===== config.mk =====
export PLATFORM = sky130hd
export DESIGN_NAME = iosys_ram_arbiter
export DESIGN_NICKNAME = d
export VERILOG_FILES = /design/src/rtl/iosys_ram_arbiter.sv
export SDC_FILE = /design/constraint.sdc
export NUM_CORES = 1
export LEC_CHECK = 0
export BUFFER_PORTS_ARGS = -buffer_cell sky130_fd_sc_hd__buf_2
export CAP_MARGIN = 0
export CORE_UTILIZATION = 54
export CTS_BUF_LIST = sky130_fd_sc_hd__clkbuf_8
export DETAILED_ROUTE_END_ITERATION = 8
export PLACE_DENSITY = 0.92
export SLEW_MARGIN = 40
export SYNTH_ARGS = -nofsm -noshare
export SYNTH_HDL_FRONTEND = slang
export SYNTH_SLANG_ARGS = --single-unit

===== constraint.sdc =====
create_clock -name wclk -period 2.3 [get_ports wclk]
set_input_delay 0.23 -clock wclk [delete_from_list [all_inputs] [get_ports wclk]]
set_output_delay 0.23 -clock wclk [all_outputs]
set_load 0.05 [all_outputs]

===== src/rtl/iosys_ram_arbiter.sv =====
// Shares the 16-bit SDRAM port between a one-entry flash-loader write buffer and the
// PicoRV32 native bus. Each 32-bit CPU access is split into two sequenced halfword operations.
module iosys_ram_arbiter #(
    parameter logic [31:0] RAM_LIMIT = 32'h0080_0000
) (
    input  logic        wclk,
    input  logic        resetn,
    input  logic        boot_wr,
    input  logic [22:0] boot_addr,
    input  logic [15:0] boot_din,
    output logic        boot_ack,
    output logic        boot_full,
    output logic        boot_ovf,
    input  logic        cpu_valid,
    input  logic [31:0] cpu_addr,
    input  logic [31:0] cpu_wdata,
    input  logic [3:0]  cpu_wstrb,
    output logic        cpu_ready,
    output logic [31:0] cpu_rdata,
    output logic [22:0] ram_addr,
    output logic [15:0] ram_din,
    output logic [1:0]  ram_ds,
    output logic        ram_rd,
    output logic        ram_wr,
    input  logic [15:0] ram_dout,
    input  logic        ram_busy
);

    localparam logic [2:0] StIdle  = 3'd0;
    localparam logic [2:0] StIssue = 3'd1;
    localparam logic [2:0] StGuard = 3'd2;
    localparam logic [2:0] StWait  = 3'd3;
    localparam logic [2:0] StDone  = 3'd4;

    localparam logic OwnBoot = 1'b0;
    localparam logic OwnCpu  = 1'b1;

    logic [2:0]  state_q, state_d;
    logic        half_q, half_d;
    logic        owner_q, owner_d;

    logic        buf_full_q, buf_full_d;
    logic [21:0] buf_addr_q, buf_addr_d;
    logic [15:0] buf_data_q, buf_data_d;
    logic        ovf_q, ovf_d;

    logic [20:0] c_addr_q, c_addr_d;
    logic [31:0] c_wdata_q, c_wdata_d;
    logic [3:0]  c_wstrb_q, c_wstrb_d;

    logic [22:0] ram_addr_q, ram_addr_d;
    logic [15:0] ram_din_q, ram_din_d;
    logic [1:0]  ram_ds_q, ram_ds_d;
    logic        ram_rd_q, ram_rd_d;
    logic        ram_wr_q, ram_wr_d;
    logic        boot_ack_q, boot_ack_d;
    logic        cpu_ready_q, cpu_ready_d;
    logic [31:0] cpu_rdata_q, cpu_rdata_d;

    logic        boot_issue;
    logic        cpu_hit;
    logic        c_is_read;
    logic        c_hi_pending;
    logic        unused_addr_bits;

    // Halfword and word alignment bits are implied by the SDRAM addressing.
    assign unused_addr_bits = ^{boot_addr[0], cpu_addr[1:0]};

    assign boot_issue   = (state_q == StIssue) && (owner_q == OwnBoot) && !ram_busy;
    assign cpu_hit      = cpu_valid && (cpu_addr < RAM_LIMIT) && !cpu_ready_q;
    assign c_is_read    = (c_wstrb_q == 4'b0000);
    assign c_hi_pending = c_is_read || (c_wstrb_q[3:2] != 2'b00);

    always_comb begin
        state_d     = state_q;
        half_d      = half_q;
        owner_d     = owner_q;
        buf_full_d  = buf_full_q;
        buf_addr_d  = buf_addr_q;
        buf_data_d  = buf_data_q;
        ovf_d       = ovf_q;
        c_addr_d    = c_addr_q;
        c_wdata_d   = c_wdata_q;
        c_wstrb_d   = c_wstrb_q;
        ram_addr_d  = ram_addr_q;
        ram_din_d   = ram_din_q;
        ram_ds_d    = ram_ds_q;
        ram_rd_d    = 1'b0;
        ram_wr_d    = 1'b0;
        boot_ack_d  = 1'b0;
        cpu_ready_d = 1'b0;
        cpu_rdata_d = cpu_rdata_q;

        // The buffer may be refilled on the very edge its current entry is issued.
        if (boot_wr) begin
            if (!buf_full_q || boot_issue) begin
                buf_addr_d = boot_addr[22:1];
                buf_data_d = boot_din;
                buf_full_d = 1'b1;
            end else begin
                ovf_d = 1'b1;
            end
        end else if (boot_issue) begin
            buf_full_d = 1'b0;
        end

        case (state_q)
            StIdle: begin
                if (buf_full_q) begin
                    owner_d = OwnBoot;
                    state_d = StIssue;
                end else if (cpu_hit) begin
                    owner_d   = OwnCpu;
                    c_addr_d  = cpu_addr[22:2];
                    c_wdata_d = cpu_wdata;
                    c_wstrb_d = cpu_wstrb;
                    // A write with no low-half strobes skips straight to the high half.
                    half_d    = (cpu_wstrb != 4'b0000) && (cpu_wstrb[1:0] == 2'b00);
                    state_d   = StIssue;
                end
            end

            StIssue: begin
                if (!ram_busy) begin
                    if (owner_q == OwnBoot) begin
                        ram_addr_d = {buf_addr_q, 1'b0};
                        ram_din_d  = buf_data_q;
                        ram_ds_d   = 2'b11;
                        ram_wr_d   = 1'b1;
                        boot_ack_d = 1'b1;
                    end else begin
                        ram_addr_d = {c_addr_q, half_q, 1'b0};
                        ram_din_d  = half_q ? c_wdata_q[31:16] : c_wdata_q[15:0];
                        if (c_is_read) begin
                            ram_ds_d = 2'b11;
                        end else begin
                            ram_ds_d = half_q ? c_wstrb_q[3:2] : c_wstrb_q[1:0];
                        end
                        ram_rd_d = c_is_read;
                        ram_wr_d = !c_is_read;
                    end
                    state_d = StGuard;
                end
            end

            // The controller raises busy only the cycle after the strobe.
            StGuard: state_d = StWait;

            StWait: begin
                if (!ram_busy) begin
                    if (owner_q == OwnBoot) begin
                        state_d = StIdle;
                    end else begin
                        if (c_is_read) begin
                            if (half_q) begin
                                cpu_rdata_d[31:16] = ram_dout;
                            end else begin
                                cpu_rdata_d[15:0] = ram_dout;
                            end
                        end
                        if (!half_q && c_hi_pending) begin
                            half_d  = 1'b1;
                            state_d = StIssue;
                        end else begin
                            cpu_ready_d = 1'b1;
                            state_d     = StDone;
                        end
                    end
                end
            end

            StDone: state_d = StIdle;

            default: state_d = StIdle;
        endcase
    end

    always_ff @(posedge wclk or negedge resetn) begin
        if (!resetn) begin
            state_q     <= StIdle;
            half_q      <= 1'b0;
            owner_q     <= OwnBoot;
            buf_full_q  <= 1'b0;
            buf_addr_q  <= '0;
            buf_data_q  <= '0;
            ovf_q       <= 1'b0;
            c_addr_q    <= '0;
            c_wdata_q   <= '0;
            c_wstrb_q   <= '0;
            ram_addr_q  <= '0;
            ram_din_q   <= '0;
            ram_ds_q    <= '0;
            ram_rd_q    <= 1'b0;
            ram_wr_q    <= 1'b0;
            boot_ack_q  <= 1'b0;
            cpu_ready_q <= 1'b0;
            cpu_rdata_q <= '0;
        end else begin
            state_q     <= state_d;
            half_q      <= half_d;
            owner_q     <= owner_d;
            buf_full_q  <= buf_full_d;
            buf_addr_q  <= buf_addr_d;
            buf_data_q  <= buf_data_d;
            ovf_q       <= ovf_d;
            c_addr_q    <= c_addr_d;
            c_wdata_q   <= c_wdata_d;
            c_wstrb_q   <= c_wstrb_d;
            ram_addr_q  <= ram_addr_d;
            ram_din_q   <= ram_din_d;
            ram_ds_q    <= ram_ds_d;
            ram_rd_q    <= ram_rd_d;
            ram_wr_q    <= ram_wr_d;
            boot_ack_q  <= boot_ack_d;
            cpu_ready_q <= cpu_ready_d;
            cpu_rdata_q <= cpu_rdata_d;
        end
    end

    assign boot_ack  = boot_ack_q;
    assign boot_full = buf_full_q;
    assign boot_ovf  = ovf_q;
    assign cpu_ready = cpu_ready_q;
    assign cpu_rdata = cpu_rdata_q;
    assign ram_addr  = ram_addr_q;
    assign ram_din   = ram_din_q;
    assign ram_ds    = ram_ds_q;
    assign ram_rd    = ram_rd_q;
    assign ram_wr    = ram_wr_q;

endmodule

* Yosys cells after proc, flatten, opt, wreduce, memory -nomap -nowiden
Cells that the tools add are included.
Word-level totals: register bits 179, input bits 128, word-level logic and storage cells 104
Operators by class: magnitude comparators 1, equal/unequal tests 11, reductions and logical operators 31, mux-type cells 37, bitwise operators 5
Operators with widths (count):
- $lt A32 B24 Y1 const B | 1
- $mux W16 | 2
- $mux W1 | 23
- $mux W23 | 1
- $mux W3 | 6
- $ne A2 B2 Y1 const B | 6
- $pmux W3 S4 | 1
- $reduce_and A2 Y1 | 5
- $reduce_and A5 Y1 | 2
- $reduce_bool A2 Y1 | 4
- $eq A3 B2 Y1 const B | 2
- $logic_and A1 B1 Y1 | 6
- $mux W2 | 3
- $reduce_and A3 Y1 | 2
- $reduce_and A6 Y1 | 1
- $logic_not A1 Y1 | 5
- $not A1 Y1 | 5
- $logic_not A4 Y1 | 1
- $reduce_bool A4 Y1 | 1
- $eq A3 B1 Y1 const B | 1
- $logic_not A3 Y1 | 1
- $ne A3 B3 Y1 const B | 1
- $logic_not A2 Y1 | 1
- $logic_or A1 B1 Y1 | 2
- other kinds (2) | 2

* Longest topological paths before layout
Gate-level depths: netlist (run 1).
word-level depth 7, gate-level depth with buffers 7, mapped depth without buffers 4

* Worst setup path after synthesis (run 1)
Ideal clock, no wire load.
path type reg2reg, from reg buf_full_q (netlist: boot_full), to reg c_wdata_q[0], cell stages (with the launch flop) 6, arrival 1.885 ns, clock period less this slack 2.010 ns, buffers on the path 2, setup slack 0.290 ns, cell sequence dfrtp_1 -> nor4_1 -> nand4_1 -> buf_2 -> buf_1 -> mux2_2
Between the ends: word-level cells in the longest chain between the ends 2
RTL lines:
- from (decl) | RTL line 42 | logic buf_full_q, buf_full_d;
- from (signal assigned) | RTL line 202 | buf_full_q <= buf_full_d;
- $not A1 Y1 (no line)
- $reduce_and A3 Y1 (no line)
- to (signal assigned) | RTL line 207 | c_wdata_q <= c_wdata_d;
- to (decl) | RTL line 48 | logic [31:0] c_wdata_q, c_wdata_d;
No other way between the ends. A chain may end at the register's enable or synchronous reset.

* Worst setup path after layout (run 1)
from reg state_q[2], to reg buf_addr_q[14]
Between the ends: word-level cells in the longest chain between the ends 5
RTL lines:
- from (decl) | RTL line 38 | logic [2:0] state_q, state_d;
- from (signal assigned) | RTL line 180 | state_q <= StIdle;
- from (signal assigned) | RTL line 199 | state_q <= state_d;
- $eq A3 B1 Y1 | RTL line 69 | assign boot_issue = (state_q == StIssue) && (owner_q == OwnBoot) && !ram_busy;
- $logic_and A1 B1 Y1 (2 in a row) | RTL line 69
- $logic_or A1 B1 Y1 | RTL line 96 | if (!buf_full_q || boot_issue) begin
- $reduce_and A2 Y1 (no line)
- to (signal assigned) | RTL line 203 | buf_addr_q <= buf_addr_d;
- to (decl) | RTL line 43 | logic [21:0] buf_addr_q, buf_addr_d;
No other way between the ends.

==> flow_metrics.env, run 1 <==
export IMPL_status="completed"
export IMPL_critPathMaxFanout=38
export IMPL_crit_chain="or4b_2 > o21ai_4 > nand2_2 > buf_12 > mux2_4"
export IMPL_synth_nets=667
export IMPL_drt_wl_total_um=19400
export IMPL_grt_overflow_total=0
export IMPL_dp_hpwl_um=11100
export IMPL_slowest_stage="or4b_2"
export IMPL_holdCritStartpoint="boot_addr[19]"
export IMPL_io_buffers=202
export IMPL_synthCells=539
export IMPL_syn2layout_area_growth_pct=36.0
export IMPL_worst_pin_slew_ns=0.794
export IMPL_cts_setup_buffers=0
export IMPL_synth_area_sq_um=7370
export IMPL_syn_area_per_cell_sq_um=13.7
export IMPL_die_h_um=119
export IMPL_setup_viol=0
export IMPL_drcViolationCount=0
export IMPL_ir_drop_mv=0.761
export IMPL_ys_top_cells_by_area="dfrtp_1, mux2_2, mux2_4, mux2i_1, o21ai_0"
export IMPL_p_leak_nw=5.14
export IMPL_path_class="reg2reg"
export IMPL_r2r_start="state_q[2]"
export IMPL_antenna_found_initial=0
export IMPL_top_level_ports=207
export IMPL_cts_tree="done"
export IMPL_die_area_sq_um=14100
export IMPL_clkLatencyLatePin_ns=0.46
export IMPL_drt_iter0_drc=306
export IMPL_arrival_ns=2.51
export IMPL_ys_seq_elements=178
export IMPL_place_area_sq_um=8550
export IMPL_grt_total_usage=0.289
export IMPL_htree_num_levels=4
export IMPL_max_freq_ghz=0.460
export IMPL_coreArea_sq_um=13300
export IMPL_grt_max_degree=81
export IMPL_start_kind="flip-flop"
export IMPL_clock_skew_final_ns=0.0130
export IMPL_synth_top_area_frac=0.604
export IMPL_fin_area_sq_um=10000
export IMPL_drive_gt1_frac=0.441
export IMPL_reg2reg_slack_ns=0.13
export IMPL_synth_distinct_cells=34
export IMPL_yosys_area_top_type="dfrtp_1"
export IMPL_rows=42
export IMPL_drt_pre_antenna_iters=4
export IMPL_ant_nets=0
export IMPL_routedWlPerCell_um=18.9
export IMPL_synthFlopType="dfrtp_1"
export IMPL_layout_nets=967
export IMPL_cts_sinks=178
export IMPL_fin_tns_setup_ns=0
export IMPL_cap_violations=0
export IMPL_clock_path_buffers=2
export IMPL_relSlewSlack=0.471
export IMPL_critical_path_required_ns=2.64
export IMPL_ys_warn_count=0
export IMPL_async_reset_ff_frac=1.00
export IMPL_hold_class="in2reg"
export IMPL_period_minus_slack_ns=2.17
export IMPL_p_per_area_nw_per_um2=1090
export IMPL_rr_endpoint="buf_addr_q[14]"
export IMPL_slowest_delay_ns=0.76
export IMPL_hold_viol_final=0
export IMPL_endpoint_kind="flip-flop"
export IMPL_clockRootBuffer="clkbuf_8"
export IMPL_synth_edf_count=0
export IMPL_grt_pass1_wl_um=30900
export IMPL_start_util=0.554
export IMPL_gp_congestion=0.825
export IMPL_clkTransAtPathRegs_ns=0.09
export IMPL_via_count=5464
export IMPL_grt_pass1_vias=6016
export IMPL_rsz0062_at_grt="false"
export IMPL_reg2regPathDepth=5
export IMPL_hold_path_cell_count=2
export IMPL_die_w_um=119
export IMPL_seq_area_frac_synth=0.604
export IMPL_whs_endpoint="buf_addr_q[18]"
export IMPL_n_antenna_cell=0
export IMPL_min_period_over_period=0.945
export IMPL_cts_buffers=17
export IMPL_vias_per_cell=5.32
export IMPL_slew_violations=0
cells by family after synthesis:
group | share of synthesized area
buffers and inverters | 0.0263
other | 0.000509
AO/OA/AOI/OAI | 0.0448
AND/OR/NAND/NOR | 0.0592
XOR/XNOR | 0.00119
multiplexers | 0.264
flip-flops | 0.604
cells in the mapped netlist, types with 2 or more instances:
library cell	number
buf_6	6
nor3b_1	2
buf_2	5
dfrtp_1	178
inv_1	3
nor2_1	8
o21ai_0	55
a21oi_1	5
mux2i_1	40
clkbuf_1	11
mux2_2	97
mux2_4	30
or4b_1	2
nor3_1	7
nor4_1	4
nand2_1	57
nor4b_1	2
buf_1	11
metal layers:
layer / GRT usage / part of all wire / vias up / wire, um
met3: 0.0790 / 0.057 / 57 / 1110
met2: 0.504 / 0.52 / 237 / 10100
met5: 0 / 0 / - / 0
met4: 0.138 / 0.037 / 0 / 717
met1: 0.328 / 0.39 / 2690 / 7520
li1: - / - / 2480 / -
final cells by class:
cell class	count	area (sq um)
clock buffer	19	262
clock inverter	13	191
inverter	3	11.3
fill	794	3270
multi-input combinational	324	2720
sequential	178	4460
timing repair buffer	315	2160
tap	176	220
power by group:
| group | total, mW | internal [mW] | switching [mW] |
|---|---|---|---|
| clock | 2.42 | 1.33 | 1.09 |
| sequential | 4.42 | 3.94 | 0.479 |
| combinational | 4.10 | 1.38 | 2.72 |
critical path, delay by kind of cell (launching register included):
| family | cells | cell delay (ns) |
|---|---|---|
| and+or+nand+nor | 2 | 0.85 |
| muxes | 1 | 0.33 |
| buffers and inverters | 1 | 0.20 |
| AOI/OAI and AO/OA | 1 | 0.19 |
| DFF | 1 | 0.44 |
flip-flops by register name, summed over array words and instances, names as in the netlist, 2 cells and up:
signal	cells
c_wdata_q	32
cpu_rdata	32
buf_addr_q	22
ram_addr	22
c_addr_q	21
buf_data_q	16
ram_din	16
c_wstrb_q	4
state_q	3
ram_ds	2
repair_timing:
action | CTS | global route
hold buffers | 100 | 1
setup endpoints to repair | 0 | 2
resized for setup | 0 | 1
hold endpoints to repair | 169 | 1
worst max path at each step:
stage | startpoint | to | cells after the start
after global placement | state_q[2] | ram_ds[0] | 4
after floorplan | boot_full | c_wdata_q[0] | 5
after global routing | state_q[2] | buf_addr_q[18] | 5
after CTS | state_q[2] | ram_ds[1] | 4
after detailed placement | state_q[2] | ram_ds[1] | 4
final | state_q[2] | buf_addr_q[14] | 5
placed cells by master, fill, tap and decap left out, types with 2 or more instances in the layout:
cell type / Yosys / final
mux2i_1: 40 / 40
nor4b_1: 2 / 2
dfrtp_1: 178 / 177
buf_6: 6 / 2
nor2_1: 8 / 8
a21oi_1: 5 / 5
clkinvlp_4: 0 / 2
nor3_1: 7 / 7
mux2_4: 30 / 30
buf_2: 5 / 201
buf_12: 0 / 3
nor3b_1: 2 / 2
o21ai_0: 55 / 55
inv_1: 3 / 6
clkbuf_8: 0 / 19
clkinv_2: 0 / 3
bufinv_16: 0 / 5
dlygate4sd3_1: 0 / 101
buf_4: 1 / 8
mux2_2: 97 / 97
nor4_1: 4 / 4
nand2_1: 57 / 57
per-stage QoR:
step                      hold WS, ns   util  setup WS [ns]  cells  total power, mW
after floorplan               -0.0656      -          0.290    539             7.28
after global placement          0.261  0.643          0.176    895             8.14
after detailed placement        0.283  0.643          0.139    895             8.36
after CTS                     0.00131  0.753          0.122   1027             10.9
after global routing          0.00378  0.754         0.0746   1028             11.4
final                          0.0245  0.754          0.126   1028             10.9
Note: power is estimated with default switching activity, not from simulation.
==> run 2, diff against run 1 <==
--- a/config.mk
+++ b/config.mk
@@ -7,8 +7,10 @@
 export LEC_CHECK = 0
 export BUFFER_PORTS_ARGS = -buffer_cell sky130_fd_sc_hd__buf_2
 export CAP_MARGIN = 0
+export CORE_ASPECT_RATIO = 1.5
 export CORE_UTILIZATION = 54
 export CTS_BUF_LIST = sky130_fd_sc_hd__clkbuf_8
+export CTS_CLUSTER_SIZE = 16
 export DETAILED_ROUTE_END_ITERATION = 8
 export PLACE_DENSITY = 0.92
 export SLEW_MARGIN = 40
==> run 2 against run 1 <==
Net effect: clock-buffer cell count decreased by 2; non-clock buffer count down 22; wire length is 6.9% lower; via count is 1.2% lower; die area about the same; global-route usage is 2.6 points lower; critical path depth stayed put; first-iteration DRC count is 48% lower; fmax shrank 1.5%; sequential share of layout area increased by 1.4 points; combinational power fell by 1%; cell count is 3.7% lower; critical endpoint is now buf_data_q[15].
==> flow_metrics.env, run 2 (synthesis gave the netlist of run 1 again) <==
export IMPL_status="completed"
export IMPL_rsz0062_at_grt="false"
export IMPL_drt_wl_total_um=18100
export IMPL_setup_viol=0
export IMPL_cts_buffers=17
export IMPL_relSlewSlack=0.485
export IMPL_top_level_ports=207
export IMPL_grt_total_usage=0.263
export IMPL_path_class="reg2reg"
export IMPL_place_area_sq_um=8530
export IMPL_fin_tns_setup_ns=0
export IMPL_grt_max_degree=81
export IMPL_gp_congestion=0.812
export IMPL_period_minus_slack_ns=2.21
export IMPL_rows=51
export IMPL_start_util=0.561
export IMPL_drive_gt1_frac=0.459
export IMPL_min_period_over_period=0.960
export IMPL_p_leak_nw=5.01
export IMPL_crit_chain="or4b_2 > o21ai_4 > nand2_2 > buf_4 > mux2_4"
export IMPL_die_w_um=97.4
export IMPL_routedWlPerCell_um=18.3
export IMPL_combPwrFrac=0.381
export IMPL_die_h_um=145
export IMPL_die_area_sq_um=14100
export IMPL_grt_pass1_wl_um=29500
export IMPL_startpoint="state_q[2]"
export IMPL_drt_pre_antenna_iters=4
export IMPL_io_buffers=202
export IMPL_hold_class="in2reg"
export IMPL_clock_skew_final_ns=0.0150
export IMPL_layout_common_cells="buf_2, dfrtp_1, mux2_2"
export IMPL_vias_per_cell=5.46
export IMPL_cts_setup_buffers=0
export IMPL_slowest_delay_ns=0.76
export IMPL_p_int_mw=6.20
export IMPL_layout_nets=945
export IMPL_critical_path_required_ns=2.62
export IMPL_cts_tree="done"
export IMPL_via_count=5401
export IMPL_holdCritStartpoint="boot_din[3]"
export IMPL_clkLatencyLatePin_ns=0.45
export IMPL_final_common_cell="buf_2"
export IMPL_clockRootBuffer="clkbuf_8"
export IMPL_grt_pass1_vias=6151
export IMPL_max_freq_ghz=0.453
export IMPL_slowest_stage="or4b_2"
export IMPL_p_per_area_nw_per_um2=1090
export IMPL_endpoint_kind="flip-flop"
export IMPL_ant_nets=0
export IMPL_drcViolationCount=0
export IMPL_dp_hpwl_um=11400
export IMPL_cts_sinks=178
export IMPL_worst_pin_slew_ns=0.773
export IMPL_seqPwrFrac=0.415
export IMPL_cap_violations=0
export IMPL_clkTransAtPathRegs_ns=0.10
export IMPL_r2r_start="state_q[2]"
export IMPL_netSwitchingPower_mw=4.41
export IMPL_clock_path_buffers=2
export IMPL_ir_drop_mv=0.628
export IMPL_swShare=0.415
export IMPL_fin_area_sq_um=9720
export IMPL_p_clk_frac=0.204
export IMPL_critPathMaxFanout=25
export IMPL_coreArea_sq_um=13100
export IMPL_hold_viol_final=0
export IMPL_grt_overflow_total=0
export IMPL_start_kind="flip-flop"
export IMPL_antenna_found_initial=1
export IMPL_arrival_ns=2.53
export IMPL_drt_iter0_drc=159
export IMPL_syn2layout_area_growth_pct=31.9
export IMPL_htree_num_levels=4
export IMPL_slew_violations=0
-- run 2: cell types whose count changed in the layout (fill, tap and decap cells not counted), sizes merged --
cell / before / now
dlygate4sd3: 101 / 78
bufinv: 5 / 1
clkinv: 3 / 7
inv: 6 / 9
clkbuf: 19 / 17
buf: 214 / 215
clkinvlp: 2 / 1
diode: 0 / 1
-- run 2: timing repair --
item                                    CTS  global route
hold buffers                             78             0
hold endpoints to repair                129             0
endpoints found under the setup margin    0             2
resized for setup                         0             1
-- run 2: final timing paths --
check                                 end  slack, ns  cells past startpoint
max                        buf_data_q[15]       0.09                      5
min                         buf_data_q[3]       0.02                      2
max reg2reg                buf_data_q[15]       0.09                      5
min reg2reg                    ram_din[9]       0.49                      2
max in group asynchronous   c_wdata_q[19]       1.24                      3
min in group asynchronous     ram_addr[8]       0.28                      2
-- run 2: power groups by stage --
| stage | Combinational, mW | Sequential (mW) | Clock (mW) |
|---|---|---|---|
| after floorplan | 1.36 | 5.92 | 0 |
| after global placement | 3.76 | 4.38 | 0 |
| after detailed placement | 3.91 | 4.43 | 0 |
| after CTS | 4.02 | 4.39 | 2.21 |
| after global routing | 4.25 | 4.49 | 2.33 |
| final | 4.04 | 4.40 | 2.17 |
-- run 2: cell type report --
class / count / area (sq um)
diodes: 1 / 2.50
clock buffers: 17 / 234
clock inverters: 15 / 173
fillers: 809 / 3420
inverters: 3 / 11.3
multi-input cells: 324 / 2730
flip-flops and latches: 178 / 4460
well taps: 159 / 199
repair buffers: 293 / 1920
-- run 2: critical path: cells and delay by family, from the launching register on --
kind                   cells  cell delay (ns)
AND/OR/NAND/NOR            2             0.84
buffers and inverters      1             0.26
multiplexers               1             0.34
AO/OA/AOI/OAI              1             0.20
flip-flops                 1             0.45
-- run 2: metal layers --
| metal | vias to the layer above | routed length [um] | global-route usage |
|---|---|---|---|
| met5 | - | 0 | 0 |
| met4 | 0 | 677 | 0.135 |
| met3 | 57 | 852 | 0.0544 |
| met2 | 212 | 9790 | 0.467 |
| met1 | 2697 | 6780 | 0.295 |
| li1 | 2435 | - | - |
-- run 2: through the flow --
step | hold slack (ns) | total power, mW | utilization | std cells | setup WS, ns
after global placement | 0.207 | 8.14 | 0.649 | 879 | 0.183
after global routing | 0.00318 | 11.1 | 0.739 | 989 | 0.0217
after detailed placement | 0.208 | 8.34 | 0.649 | 879 | 0.137
after CTS | 0.0000936 | 10.6 | 0.739 | 989 | 0.0684
final | 0.0235 | 10.6 | 0.740 | 990 | 0.0924
after floorplan | -0.0656 | 7.28 | - | 539 | 0.290
